`src/rtl/assoc_cache_ctrl.sv`:
```
// rtl/assoc_cache_ctrl.sv - two-way set-associative write-back cache controller
module assoc_cache_ctrl #(
    parameter int ADDR_W = 8,
    parameter int DATA_W = 8,
    parameter int SETS   = 4,
    parameter int CNT_W  = 16
) (
    input  logic              clk,
    input  logic              rst_n,
    input  logic              ena,
    input  logic              cpu_req,
    input  logic              cpu_we,
    input  logic [ADDR_W-1:0] cpu_addr,
    input  logic [DATA_W-1:0] cpu_wdata,
    output logic              cpu_ready,
    output logic              cpu_hit,
    output logic [DATA_W-1:0] cpu_rdata,
    output logic              mem_req,
    output logic              mem_we,
    output logic [ADDR_W-1:0] mem_addr,
    output logic [DATA_W-1:0] mem_wdata,
    input  logic [DATA_W-1:0] mem_rdata,
    input  logic              mem_ack,
    output logic [CNT_W-1:0]  hit_cnt,
    output logic [CNT_W-1:0]  miss_cnt
);
    localparam int IDX_W = $clog2(SETS);
    localparam int TAG_W = ADDR_W - IDX_W;
    localparam logic [CNT_W-1:0] CNT_ONE = 1;
    localparam logic [CNT_W-1:0] CNT_MAX = '1;

    typedef enum logic [2:0] {IDLE, LOOKUP, WRITEBACK, REFILL, RESPOND} state_t;
    state_t state, state_nxt;

    logic              lat_we;
    logic [ADDR_W-1:0] lat_addr;
    logic [DATA_W-1:0] lat_wdata;
    logic [1:0]        valid [SETS];
    logic [1:0]        dirty [SETS];
    logic [SETS-1:0]   lru;
    logic [TAG_W-1:0]  tags  [SETS][2];
    logic [DATA_W-1:0] words [SETS][2];
    logic              victim;
    logic              resp_hit;
    logic [DATA_W-1:0] resp_data;

    logic [IDX_W-1:0]  idx;
    logic [TAG_W-1:0]  tag;
    logic              hit0, hit1, hit, hit_way, miss_way;
    logic [DATA_W-1:0] fill_word;

    assign idx       = lat_addr[IDX_W-1:0];
    assign tag       = lat_addr[ADDR_W-1:IDX_W];
    assign hit0      = valid[idx][0] && (tags[idx][0] == tag);
    assign hit1      = valid[idx][1] && (tags[idx][1] == tag);
    assign hit       = hit0 || hit1;
    assign hit_way   = hit1;
    // Fill an empty way first (way0 preferred); otherwise lru names the older way.
    assign miss_way  = !valid[idx][0] ? 1'b0 : (!valid[idx][1] ? 1'b1 : lru[idx]);
    assign fill_word = lat_we ? lat_wdata : mem_rdata;

    always_ff @(posedge clk or negedge rst_n) begin
        if (!rst_n) begin
            state <= IDLE;
        end else begin
            state <= state_nxt;
        end
    end

    always_comb begin
        state_nxt = state;
        mem_req   = 1'b0;
        mem_we    = 1'b0;
        mem_addr  = '0;
        mem_wdata = '0;
        cpu_ready = 1'b0;
        cpu_hit   = 1'b0;
        cpu_rdata = '0;
        case (state)
            IDLE: begin
                if (cpu_req && ena) state_nxt = LOOKUP;
            end
            LOOKUP: begin
                if (hit) state_nxt = RESPOND;
                else if (valid[idx][miss_way] && dirty[idx][miss_way]) state_nxt = WRITEBACK;
                else state_nxt = REFILL;
            end
            WRITEBACK: begin
                mem_req   = 1'b1;
                mem_we    = 1'b1;
                mem_addr  = {tags[idx][victim], idx};
                mem_wdata = words[idx][victim];
                if (mem_ack) state_nxt = REFILL;
            end
            REFILL: begin
                mem_req  = 1'b1;
                mem_addr = lat_addr;
                if (mem_ack) state_nxt = RESPOND;
            end
            RESPOND: begin
                cpu_ready = 1'b1;
                cpu_hit   = resp_hit;
                cpu_rdata = resp_data;
                state_nxt = IDLE;
            end
            default: state_nxt = IDLE;
        endcase
    end

    always_ff @(posedge clk or negedge rst_n) begin
        if (!rst_n) begin
            lat_we    <= 1'b0;
            lat_addr  <= '0;
            lat_wdata <= '0;
            lru       <= '0;
            victim    <= 1'b0;
            resp_hit  <= 1'b0;
            resp_data <= '0;
            hit_cnt   <= '0;
            miss_cnt  <= '0;
            for (int s = 0; s < SETS; s++) begin
                valid[s] <= '0;
                dirty[s] <= '0;
                for (int w = 0; w < 2; w++) begin
                    tags[s][w]  <= '0;
                    words[s][w] <= '0;
                end
            end
        end else begin
            case (state)
                IDLE: begin
                    if (cpu_req && ena) begin
                        lat_we    <= cpu_we;
                        lat_addr  <= cpu_addr;
                        lat_wdata <= cpu_wdata;
                    end
                end
                LOOKUP: begin
                    if (hit) begin
                        resp_hit  <= 1'b1;
                        resp_data <= lat_we ? lat_wdata : words[idx][hit_way];
                        lru[idx]  <= ~hit_way;
                        if (lat_we) begin
                            words[idx][hit_way] <= lat_wdata;
                            dirty[idx][hit_way] <= 1'b1;
                        end
                        if (hit_cnt != CNT_MAX) hit_cnt <= hit_cnt + CNT_ONE;
                    end else begin
                        victim <= miss_way;
                        if (miss_cnt != CNT_MAX) miss_cnt <= miss_cnt + CNT_ONE;
                    end
                end
                REFILL: begin
                    if (mem_ack) begin
                        tags[idx][victim]  <= tag;
                        words[idx][victim] <= fill_word;
                        valid[idx][victim] <= 1'b1;
                        dirty[idx][victim] <= lat_we;
                        lru[idx]           <= ~victim;
                        resp_hit           <= 1'b0;
                        resp_data          <= fill_word;
                    end
                end
                default: ;
            endcase
        end
    end
endmodule

```
`config.mk`:
```
export PLATFORM = sky130hd
export DESIGN_NAME = assoc_cache_ctrl
export DESIGN_NICKNAME = d
export VERILOG_FILES = /design/src/rtl/assoc_cache_ctrl.sv
export SDC_FILE = /design/constraint.sdc
export NUM_CORES = 1
export LEC_CHECK = 0
export BUFFER_PORTS_ARGS = -buffer_cell sky130_fd_sc_hd__buf_2
export CAP_MARGIN = 0
export CORE_MARGIN = 4
export CORE_UTILIZATION = 40
export DETAILED_ROUTE_END_ITERATION = 8
export HOLD_SLACK_MARGIN = 0.1
export PLACE_DENSITY = 0.56
export SYNTH_ARGS = -nofsm -noshare
export SYNTH_HDL_FRONTEND = slang
export SYNTH_SLANG_ARGS = --single-unit
```
`constraint.sdc`:
```
create_clock -name clk -period 3.3 [get_ports clk]
set_input_delay 0.66 -clock clk [delete_from_list [all_inputs] [get_ports clk]]
set_output_delay 0.66 -clock clk [all_outputs]
set_load 0.02 [all_outputs]
```
* Word-level counts from Yosys, hierarchy flattened
Cells that the tools add are included.
Cells by class: $add $sub $neg 2, magnitude comparators 13, equality and inequality tests 13, muxes and demuxes 89, bitwise logic cells 8, reduce and logical (&&, ||, !) cells 22
Operator list (number):
- $mux W64 | 3
- $mux W8 | 17
- $bwmux W64 | 2
- $pmux W64 S2 | 1
- $demux W16 S2 | 2
- $mux W16 | 4
- $bwmux W48 | 1
- $pmux W8 S2 | 3
- $mux W12 | 3
- $add A16 B1 Y16 const B | 2
- $bmux W16 S2 | 1
- $ne A16 B16 Y1 const B | 2
- $bmux W12 S2 | 1
- $demux W12 S2 | 1
- $mux W6 | 4
- $mux W1 | 17
- $demux W8 S1 | 2
- $or A8 B8 Y8 | 2
- $eq A6 B6 Y1 | 2
- $mux W2 | 6
- $mux W3 | 4
- $pmux W3 S4 | 1
- $reduce_and A3 Y1 | 4
- $logic_and A1 B1 Y1 | 10
- 32 further kinds | 52
Word-level totals: flip-flop bits (word level) 194, input port bits 30, output and inout bits 60

* Longest topological paths before layout
Gate-level depths: netlist of the first run.
word-level depth 17, depth in mapped cells 13, mapped depth without buffers 8

* Worst setup path after synthesis of the first run
Ideal clock, no wire load.
kind reg-to-reg, from register lat_addr[0], to register words[48] (netlist name), setup time 125 ps, data arrival time 3214 ps, data required time 3175 ps, path slack -39 ps, cell stages (with the launch flop) 10, cells stage by stage dfrtp_1 -> buf_4 -> buf_4 -> mux4_2 -> xor2_1 -> nor4_4 -> o21ai_2 -> buf_4 -> a2111oi_4 -> mux2_4
Between the ends: longest elaborated chain between the ends 17, elaborated cells between the ends (all ways) 33, those cells by class 4 x order compare; 3 x eq/ne; 18 x mux; 2 x bitwise; 6 x reduce/logical
Ends and longest elaborated chain:
- start, declared | line 36 | logic [ADDR_W-1:0] lat_addr;
- start signal, assigned | line 134 | lat_addr <= cpu_addr;
- $not A2 Y3 (not written as such) *
- $bmux W12 S2 | line 54, 55
- $mux W12 (not written as such) (2 in a row) | line 54 | assign hit0 = valid[idx][0] && (tags[idx][0] == tag);
- $eq A6 B6 Y1 | line 55 | assign hit1 = valid[idx][1] && (tags[idx][1] == tag);
- $logic_and A1 B1 Y1 | line 55
- $not A1 Y2 (not written as such) | line 144 | words[idx][hit_way] <= lat_wdata;
- $ge A2 B2 Y1 (not written as such) / $lt A2 B1 Y1 (equally long branches) | line 144
- $logic_and A1 B1 Y1 (not written as such) | line 144
- $mux W8 (not written as such) | line 144
- $demux W8 S1 | line 144
- $mux W16 (not written as such) | line 144
- $demux W16 S2 | line 144
- $bwmux W64 | line 144
- $mux W64 | line 143 | if (lat_we) begin
- $mux W64 | line 139 | if (hit) begin
- $pmux W64 S2 | line 130 | case (state)
- end signal, assigned by index | line 144
- end signal, assigned by index | line 156 | words[idx][victim] <= fill_word;
- end, declared | line 42 | logic [DATA_W-1:0] words [SETS][2];
Every way passes the cells marked *; elsewhere a longest branch is shown, timed or not. The select of a mux whose other input is x is not followed. A chain may end at the register's enable or synchronous reset.

* Worst setup path in the final report of the first run
from register state[2], to output mem_wdata[3]
Between the ends: longest elaborated chain between the ends 2
Ends and longest elaborated chain:
- start, declared | line 33 | state_t state, state_nxt;
- start signal, assigned | line 66 | state <= state_nxt;
- $eq A3 B2 Y1 | line 79 | case (state)
- $mux W8 | line 79
- end, declared | line 21 | output logic [DATA_W-1:0] mem_wdata,
Every way passes these cells.

==> run_summary.xml, run 1 <==
<?xml version="1.0" encoding="UTF-8"?>
<metrics>
  <group name="clock_tree">
    <metric name="tritoncts.num_buffers" unit="">17</metric>
    <metric name="clock_tree.root_cell" unit="">clkbuf_16</metric>
    <metric name="tritoncts" unit="">done</metric>
    <metric name="clock_insertion_delay_worst_skew" unit="ns">0.44</metric>
    <metric name="clkSinkCount" unit="">194</metric>
    <metric name="clk_pin_slew_worst_paths" unit="ns">0.07</metric>
    <metric name="max-clock-path-buffers" unit="">2</metric>
    <metric name="clock_tree.htree_level_count" unit="">4</metric>
  </group>
  <group name="die">
    <metric name="fp.dieH" unit="um">168</metric>
    <metric name="io-pin-count" unit="">90</metric>
    <metric name="die_w" unit="um">168</metric>
    <metric name="die_area" unit="um2">28200</metric>
    <metric name="initial_core_util" unit="%">40.6</metric>
    <metric name="core_area" unit="um2">25200</metric>
    <metric name="rows" unit="">58</metric>
  </group>
  <group name="detailed_routing">
    <metric name="routed_wirelength" unit="um">27000</metric>
    <metric name="postRouteAntennaNets" unit="">0</metric>
    <metric name="route.detailed.wl_per_inst" unit="um">20.5</metric>
    <metric name="num_vias" unit="">7451</metric>
    <metric name="dr_vias_cell" unit="">5.66</metric>
    <metric name="post-route-drc-count" unit="">0</metric>
    <metric name="drt_first_pass_iters" unit="">5</metric>
    <metric name="first_iter_violations" unit="">509</metric>
  </group>
  <group name="power_and_ir_drop">
    <metric name="leakagePower" unit="uW">0.00513</metric>
    <metric name="netSwitchingPower" unit="uW">4290</metric>
    <metric name="share_comb_of_total_power" unit="%">43.9</metric>
    <metric name="pwr-share-seq" unit="%">37.1</metric>
    <metric name="power.density_cell_area" unit="nW/um2">890</metric>
    <metric name="sw_frac_of_total" unit="%">40.6</metric>
    <metric name="total_chip_power" unit="uW">10600</metric>
    <metric name="clkPwrFrac" unit="%">19.0</metric>
    <metric name="vdd.ir_drop.worst" unit="uV">478</metric>
    <metric name="internal-power" unit="uW">6270</metric>
  </group>
  <group name="synth">
    <metric name="yosys.cell_count.top_type" unit="">dfrtp_1</metric>
    <metric name="top_cell_type_s_share_of_synthesized_area" unit="%">47.5</metric>
    <metric name="synth_top_cells_by_count" unit="">dfrtp_1, mux2_2, nand2_1</metric>
    <metric name="postSynth.asyncResetShare" unit="%">100</metric>
    <metric name="yosysSeqAreaShare" unit="%">47.5</metric>
    <metric name="mappedNetlistArea" unit="um2">10200</metric>
    <metric name="post_synth_main_area_contributors" unit="">dfrtp_1, mux2_2, mux4_2</metric>
    <metric name="ys.flop_type" unit="">dfrtp_1</metric>
    <metric name="syn_inst" unit="">875</metric>
    <metric name="yosys.cell_types.count" unit="">45</metric>
    <metric name="synth_top_cell_by_area" unit="">dfrtp_1</metric>
    <metric name="synth.net_count" unit="">907</metric>
    <metric name="syn_avg_cell_area" unit="um2">11.7</metric>
    <metric name="synth-seq-cells" unit="">194</metric>
    <metric name="yosys_warnings" unit="">0</metric>
    <metric name="synth-edff-count" unit="">0</metric>
  </group>
  <group name="finish">
    <metric name="nFillCells" unit="">2296</metric>
    <metric name="drive_gt1_share" unit="%">36.8</metric>
    <metric name="finish.cell_count_without_fillers" unit="">1316</metric>
    <metric name="syn_to_final_growth" unit="%">16.1</metric>
    <metric name="layout.nets" unit="">1006</metric>
    <metric name="final_std_cell_area_no_fill" unit="um2">11900</metric>
    <metric name="antenna_cells" unit="">0</metric>
  </group>
  <group name="critical_path">
    <metric name="timing.rr.start" unit="">lat_addr[0]$_DFFE_PN0P_</metric>
    <metric name="critical_path_peak_fanout" unit="">9</metric>
    <metric name="critical_path.startpoint" unit="">state[2]$_DFFE_PN0P_</metric>
    <metric name="regToRegSetupSlack" unit="ns">0.18</metric>
    <metric name="worst_setup_path_end_kind" unit="">primary output</metric>
    <metric name="worst-r2r-cell-count" unit="">10</metric>
    <metric name="critPathLaunchType" unit="">register</metric>
    <metric name="crit_type" unit="">reg2out</metric>
    <metric name="crit_path_max_delay_cell_type" unit="">dfrtp_1</metric>
    <metric name="cpMostUsedCell" unit="">nand2b_1</metric>
    <metric name="critical_path_buf_inv_count" unit="">2</metric>
    <metric name="arrival" unit="ns">2.47</metric>
    <metric name="critical_path.max_stage_delay" unit="ns">0.44</metric>
    <metric name="regToRegEndpoint" unit="">words[46]$_DFFE_PN0P_</metric>
    <metric name="critical_path_required" unit="ns">2.64</metric>
    <metric name="cpLargestDelayFamily" unit="">simple AND/OR/NAND/NOR gates</metric>
    <metric name="chain_of_cells_forming_the_critical_path" unit="">nand2b_1 &gt; inv_1 &gt; nand2b_1 &gt; a21oi_1 &gt; buf_2</metric>
  </group>
  <group name="timing">
    <metric name="tightestPinTransition" unit="ns">0.757</metric>
    <metric name="post-route-period-util" unit="%">95.0</metric>
    <metric name="period_minus_slack" unit="ns">3.13</metric>
    <metric name="finalSetupViolCount" unit="">0</metric>
    <metric name="maxClockFrequency" unit="MHz">319</metric>
    <metric name="rsz0062_at_grt" unit="">no</metric>
    <metric name="setup_total_negative_slack" unit="ns">0</metric>
    <metric name="finalHoldViolCount" unit="">0</metric>
    <metric name="fin_skew" unit="ns">0.0150</metric>
    <metric name="report.final.slew_viol_count" unit="">0</metric>
    <metric name="final.hold.worst_slack" unit="ns">0.229</metric>
    <metric name="worst_slew_margin_rel" unit="%">49.4</metric>
  </group>
  <group name="placed_design">
    <metric name="hpwl" unit="um">19000</metric>
    <metric name="numPlacedInstances" unit="">1280</metric>
    <metric name="port_buffers" unit="">89</metric>
    <metric name="place.gp.congestion" unit="">0.809</metric>
    <metric name="postPlaceCellArea" unit="um2">11300</metric>
  </group>
  <group name="run">
    <metric name="max_cap_viol_count" unit="">0</metric>
  </group>
  <group name="run_status">
    <metric name="run_status" unit="">completed</metric>
  </group>
  <group name="global_routing">
    <metric name="first_global_vias" unit="">7653</metric>
    <metric name="antenna_violations_before_repair" unit="">0</metric>
    <metric name="grt_start_max_net_pins" unit="">72</metric>
    <metric name="wire_length_of_the_first_global_routing_pass" unit="um">44000</metric>
    <metric name="global_route.usage.total" unit="%">19.4</metric>
    <metric name="globalRoute.totalOverflow" unit="">0</metric>
  </group>
  <group name="hold_path">
    <metric name="worst_hold_path_type" unit="">in2async</metric>
  </group>
</metrics>
metal layers:
| layer | part of all wire [%] | routed length [um] | vias up | GRT usage [%] |
|---|---|---|---|---|
| met5 | 0 | 0 | - | 0 |
| met4 | 1.5 | 397 | 0 | 4.80 |
| met3 | 3.9 | 1060 | 25 | 2.86 |
| met2 | 46 | 12500 | 173 | 30.2 |
| met1 | 48 | 13000 | 3842 | 28.6 |
| li1 | - | - | 3411 | - |
what timing repair did:
item	in CTS	in global routing
hold buffers	0	0
gates resized for setup	0	2
buffers inserted	0	5
endpoints found under the setup margin	0	64
registers in the layout, summed over array words and instances, names as in the netlist, 8 cells and up:
signal,count
words,64
tags,48
hit_cnt,16
miss_cnt,16
dirty,8
lat_addr,8
lat_wdata,8
resp_data,8
valid,8
area by class of cell:
type | instances | area (um2) | share of cell area [%]
inverters | 16 | 60.1 | 0.506
multi-input cells | 606 | 5080 | 42.8
repair buffers | 139 | 896 | 7.55
well taps | 330 | 413 | 3.48
clock inverters | 12 | 114 | 0.959
flip-flops and latches | 194 | 4860 | 40.9
clock buffers | 19 | 443 | 3.73
cell usage in the layout (no fill, tap or decap), types with 5 or more instances in the layout:
master / netlist / final
o22ai_1: 65 / 65
mux2i_1: 9 / 9
xor2_1: 15 / 15
a221oi_1: 8 / 8
nand2_1: 78 / 78
and3_1: 10 / 10
nand4_1: 14 / 14
buf_12: 0 / 5
or2_2: 6 / 6
a21oi_1: 40 / 40
a211oi_1: 9 / 9
inv_1: 16 / 16
mux4_2: 33 / 33
buf_2: 1 / 88
nand2b_1: 17 / 17
buf_4: 3 / 43
mux2_2: 132 / 132
xnor2_1: 23 / 23
mux2_4: 8 / 8
a21o_1: 6 / 6
and2_1: 15 / 15
clkbuf_16: 0 / 17
o211a_1: 6 / 6
nor2_1: 49 / 49
nand3_1: 22 / 22
dfrtp_1: 194 / 192
a2111oi_4: 8 / 8
worst register-to-register path, stage by stage, from the launching register on:
cell	delay, ns
dfrtp_4	0.50
buf_12	0.15
buf_4	0.13
mux4_2	0.46
xor2_1	0.28
or3_1	0.32
o21ai_1	0.10
buf_4	0.18
a2111oi_4	0.32
buf_4	0.23
mux2_2	0.35
power groups by stage:
stage | Combinational, uW | Clock (uW) | Sequential, uW
floorplan | 3480 | 0 | 3600
global placement | 4470 | 0 | 3960
detailed placement | 4540 | 0 | 3970
CTS | 4550 | 2060 | 3940
global route | 5080 | 2160 | 4030
finish | 4640 | 2010 | 3910
per-stage QoR:
stage	worst slack (ns)	util, %
after CTS	0.0626	46.9
final	0.165	47.1
after global routing	0.0342	47.1
after detailed placement	0.0826	44.7
after floorplan	0.0141	-
after global placement	0.112	44.7
how the worst max path moves through the flow:
stage,end,slack [ns],depth (start not counted)
after floorplan,words[48]$_DFFE_PN0P_,0.01,9
after global placement,words[4]$_DFFE_PN0P_,0.11,10
after detailed placement,words[22]$_DFFE_PN0P_,0.08,10
after CTS,words[8]$_DFFE_PN0P_,0.06,10
after global routing,words[47]$_DFFE_PN0P_,0.03,11
final,mem_wdata[3],0.17,5
cells by family (layout without fill, tap and decap cells):
logic type / after synthesis / count (layout) / share of synthesized area, %
AND/OR/NAND/NOR: 230 / 230 / 10.9
buffers and inverters: 75 / 186 / 2.88
multiplexers: 182 / 182 / 23.9
flip-flops: 194 / 194 / 47.5
adder cells (fa/ha/maj): 2 / 2 / 0.245
AO/OA/AOI/OAI: 154 / 154 / 11.3
XOR/XNOR: 38 / 38 / 3.26
(Power assumes the default switching activity.)
==> run 2, diff against run 1 <==
--- a/config.mk
+++ b/config.mk
@@ -11,7 +11,7 @@
 export CORE_UTILIZATION = 40
 export DETAILED_ROUTE_END_ITERATION = 8
 export HOLD_SLACK_MARGIN = 0.1
-export PLACE_DENSITY = 0.56
+export PLACE_DENSITY = 0.54
 export SYNTH_ARGS = -nofsm -noshare
 export SYNTH_HDL_FRONTEND = slang
 export SYNTH_SLANG_ARGS = --single-unit
==> constraint.sdc (replaced) <==
create_clock -name clk -period 4 [get_ports clk]
set_input_delay 0.8 -clock clk [delete_from_list [all_inputs] [get_ports clk]]
set_output_delay 0.8 -clock clk [all_outputs]
set_load 0.02 [all_outputs]
==> run 2 against run 1 <==
Compared with the run above:
- sequential share of layout area rose by 0.40 points
- highest routed layer unchanged
- non-clock buffer count is 12 lower
- global-route usage shrank 0.42 points
- critical path type is now reg2reg
- largest power group unchanged
- clock power shrank 14%
==> run_summary.xml, run 2 (same netlist as run 1, synthesis figures left out) <==
<?xml version="1.0" encoding="UTF-8"?>
<metrics>
  <group name="timing">
    <metric name="finalHoldViolCount" unit="">0</metric>
    <metric name="post-route-period-util" unit="%">88.5</metric>
    <metric name="worst_slew_margin_rel" unit="%">31.8</metric>
    <metric name="setup_total_negative_slack" unit="ns">0</metric>
    <metric name="finalSetupViolCount" unit="">0</metric>
    <metric name="rsz0062_at_grt" unit="">no</metric>
    <metric name="period_minus_slack" unit="ns">3.54</metric>
    <metric name="maxClockFrequency" unit="MHz">282</metric>
    <metric name="report.final.slew_viol_count" unit="">0</metric>
    <metric name="tightestPinTransition" unit="ns">1.02</metric>
    <metric name="fin_skew" unit="ns">0.0124</metric>
  </group>
  <group name="clock_tree">
    <metric name="cts-hold-fix-buffers" unit="">0</metric>
    <metric name="tritoncts.num_buffers" unit="">17</metric>
    <metric name="clock_tree.htree_level_count" unit="">4</metric>
    <metric name="clkSinkCount" unit="">194</metric>
    <metric name="max-clock-path-buffers" unit="">2</metric>
    <metric name="clock_tree.root_cell" unit="">clkbuf_16</metric>
    <metric name="postCtsResizedCells" unit="">0</metric>
    <metric name="clk_pin_slew_worst_paths" unit="ns">0.07</metric>
    <metric name="tritoncts" unit="">done</metric>
    <metric name="clock_insertion_delay_worst_skew" unit="ns">0.44</metric>
    <metric name="cts_setup_buffers" unit="">0</metric>
  </group>
  <group name="die">
    <metric name="core_area" unit="um2">25200</metric>
    <metric name="fp.dieH" unit="um">168</metric>
    <metric name="io-pin-count" unit="">90</metric>
    <metric name="die_area" unit="um2">28200</metric>
    <metric name="die_w" unit="um">168</metric>
    <metric name="rows" unit="">58</metric>
    <metric name="initial_core_util" unit="%">40.6</metric>
  </group>
  <group name="power_and_ir_drop">
    <metric name="power.density_cell_area" unit="nW/um2">736</metric>
    <metric name="clkPwrFrac" unit="%">19.9</metric>
    <metric name="leakagePower" unit="uW">0.00506</metric>
    <metric name="netSwitchingPower" unit="uW">3450</metric>
    <metric name="pwr-share-seq" unit="%">37.9</metric>
    <metric name="vdd.ir_drop.worst" unit="uV">328</metric>
    <metric name="internal-power" unit="uW">5200</metric>
    <metric name="share_comb_of_total_power" unit="%">42.2</metric>
    <metric name="sw_frac_of_total" unit="%">39.9</metric>
  </group>
  <group name="finish">
    <metric name="layout.cells.most_common_list" unit="">dfrtp_1, mux2_2, buf_2, nand2_1, o22ai_1</metric>
    <metric name="nFillCells" unit="">2309</metric>
    <metric name="top_register" unit="">words</metric>
    <metric name="layout.cells.most_common" unit="">dfrtp_1</metric>
    <metric name="drive_gt1_share" unit="%">35.9</metric>
    <metric name="final_std_cell_area_no_fill" unit="um2">11700</metric>
    <metric name="layout_top_registers" unit="">words: 64 flops, tags: 48 flops</metric>
    <metric name="antenna_cells" unit="">0</metric>
    <metric name="syn_to_final_growth" unit="%">14.9</metric>
    <metric name="layout.nets" unit="">994</metric>
    <metric name="largest_register_ff_count" unit="">64</metric>
  </group>
  <group name="placed_design">
    <metric name="postPlaceCellArea" unit="um2">11200</metric>
    <metric name="port_buffers" unit="">89</metric>
    <metric name="hpwl" unit="um">18800</metric>
    <metric name="place.gp.congestion" unit="">0.802</metric>
  </group>
  <group name="run_status">
    <metric name="run_status" unit="">completed</metric>
  </group>
  <group name="critical_path">
    <metric name="critical_path_peak_fanout" unit="">10</metric>
    <metric name="worst-r2r-cell-count" unit="">9</metric>
    <metric name="critical_path.startpoint" unit="">lat_addr[0]$_DFFE_PN0P_</metric>
    <metric name="crit_type" unit="">reg2reg</metric>
    <metric name="arrival" unit="ns">3.86</metric>
    <metric name="worst_setup_path_end_kind" unit="">register</metric>
    <metric name="regToRegSetupSlack" unit="ns">0.46</metric>
    <metric name="timing.rr.start" unit="">lat_addr[0]$_DFFE_PN0P_</metric>
    <metric name="critical_path_required" unit="ns">4.31</metric>
    <metric name="timing.critical_path.to" unit="">words[43]$_DFFE_PN0P_</metric>
    <metric name="critPathLaunchType" unit="">register</metric>
    <metric name="regToRegEndpoint" unit="">words[43]$_DFFE_PN0P_</metric>
  </group>
  <group name="hold_path">
    <metric name="worst_hold_path_type" unit="">reg2reg</metric>
  </group>
  <group name="detailed_routing">
    <metric name="route.detailed.wl_per_inst" unit="um">20.1</metric>
    <metric name="dr_vias_cell" unit="">5.59</metric>
    <metric name="num_vias" unit="">7289</metric>
    <metric name="first_iter_violations" unit="">536</metric>
    <metric name="routed_wirelength" unit="um">26200</metric>
    <metric name="post-route-drc-count" unit="">0</metric>
    <metric name="drt_first_pass_iters" unit="">5</metric>
    <metric name="postRouteAntennaNets" unit="">0</metric>
  </group>
  <group name="global_routing">
    <metric name="antenna_violations_before_repair" unit="">0</metric>
    <metric name="grt_start_max_net_pins" unit="">106</metric>
    <metric name="first_global_vias" unit="">7680</metric>
    <metric name="wire_length_of_the_first_global_routing_pass" unit="um">43300</metric>
    <metric name="globalRoute.totalOverflow" unit="">0</metric>
    <metric name="global_route.usage.total" unit="%">18.9</metric>
  </group>
  <group name="run">
    <metric name="max_cap_viol_count" unit="">0</metric>
  </group>
</metrics>
-- run 2: critical path: stages (launching register included) --
cell       delay, ns
dfrtp_2         0.55
buf_4           0.25
mux4_2          0.56
xnor2_1         0.16
nand4_1         0.17
nor4_4          0.33
o21ai_2         0.37
a2111oi_4       0.45
buf_4           0.23
mux2_2          0.35
-- run 2: final cells by class --
type | count | area, um2 | share of cell area, %
Clock inverter | 12 | 149 | 1.27
Inverter | 16 | 60.1 | 0.511
Clock buffer | 19 | 433 | 3.68
Sequential cell | 194 | 4860 | 41.3
Tap cell | 330 | 413 | 3.51
Timing Repair Buffer | 127 | 752 | 6.40
Multi-Input combinational cell | 606 | 5080 | 43.3
-- run 2: power by group through the flow --
| stage | combinational [uW] | clock, uW | sequential (uW) |
|---|---|---|---|
| detailed placement | 3670 | 0 | 3300 |
| finish | 3650 | 1720 | 3280 |
| CTS | 3680 | 1760 | 3270 |
| floorplan | 2870 | 0 | 2970 |
| global placement | 3610 | 0 | 3300 |
| global route | 3990 | 1840 | 3380 |
-- run 2: worst min-delay path by stage --
stage / start / endpoint / cells past startpoint
final: valid[7]$_DFFE_PN0P_ / valid[7]$_DFFE_PN0P_ / 1
after detailed placement: valid[6]$_DFFE_PN0P_ / valid[6]$_DFFE_PN0P_ / 1
after global placement: valid[5]$_DFFE_PN0P_ / valid[5]$_DFFE_PN0P_ / 1
after global routing: valid[2]$_DFFE_PN0P_ / valid[2]$_DFFE_PN0P_ / 1
after floorplan: valid[2]$_DFFE_PN0P_ / valid[2]$_DFFE_PN0P_ / 1
after CTS: valid[7]$_DFFE_PN0P_ / valid[7]$_DFFE_PN0P_ / 1
-- run 2: metrics by stage --
stage          total power, uW  instances  hold WS [ns]  worst slack (ns)  utilization [%]
3_5_place_dp              6970       1273         0.449             0.473             44.3
6_report                  8650       1304         0.463             0.459             46.7
3_3_place_gp              6910       1273         0.447             0.557             44.3
4_1_cts                   8710       1304         0.468             0.431             46.7
2_1_floorplan             5850        875         0.429             0.661                -
5_1_grt                   9220       1304         0.482             0.203             46.7
-- run 2: layer usage --
layer / part of all wire, % / vias to the layer above / GRT usage, %
met5: 0 / - / 0
met4: 0.69 / 0 / 3.99
met3: 4.3 / 11 / 3.10
met2: 46 / 155 / 29.8
met1: 49 / 3735 / 27.9
li1: - / 3388 / -
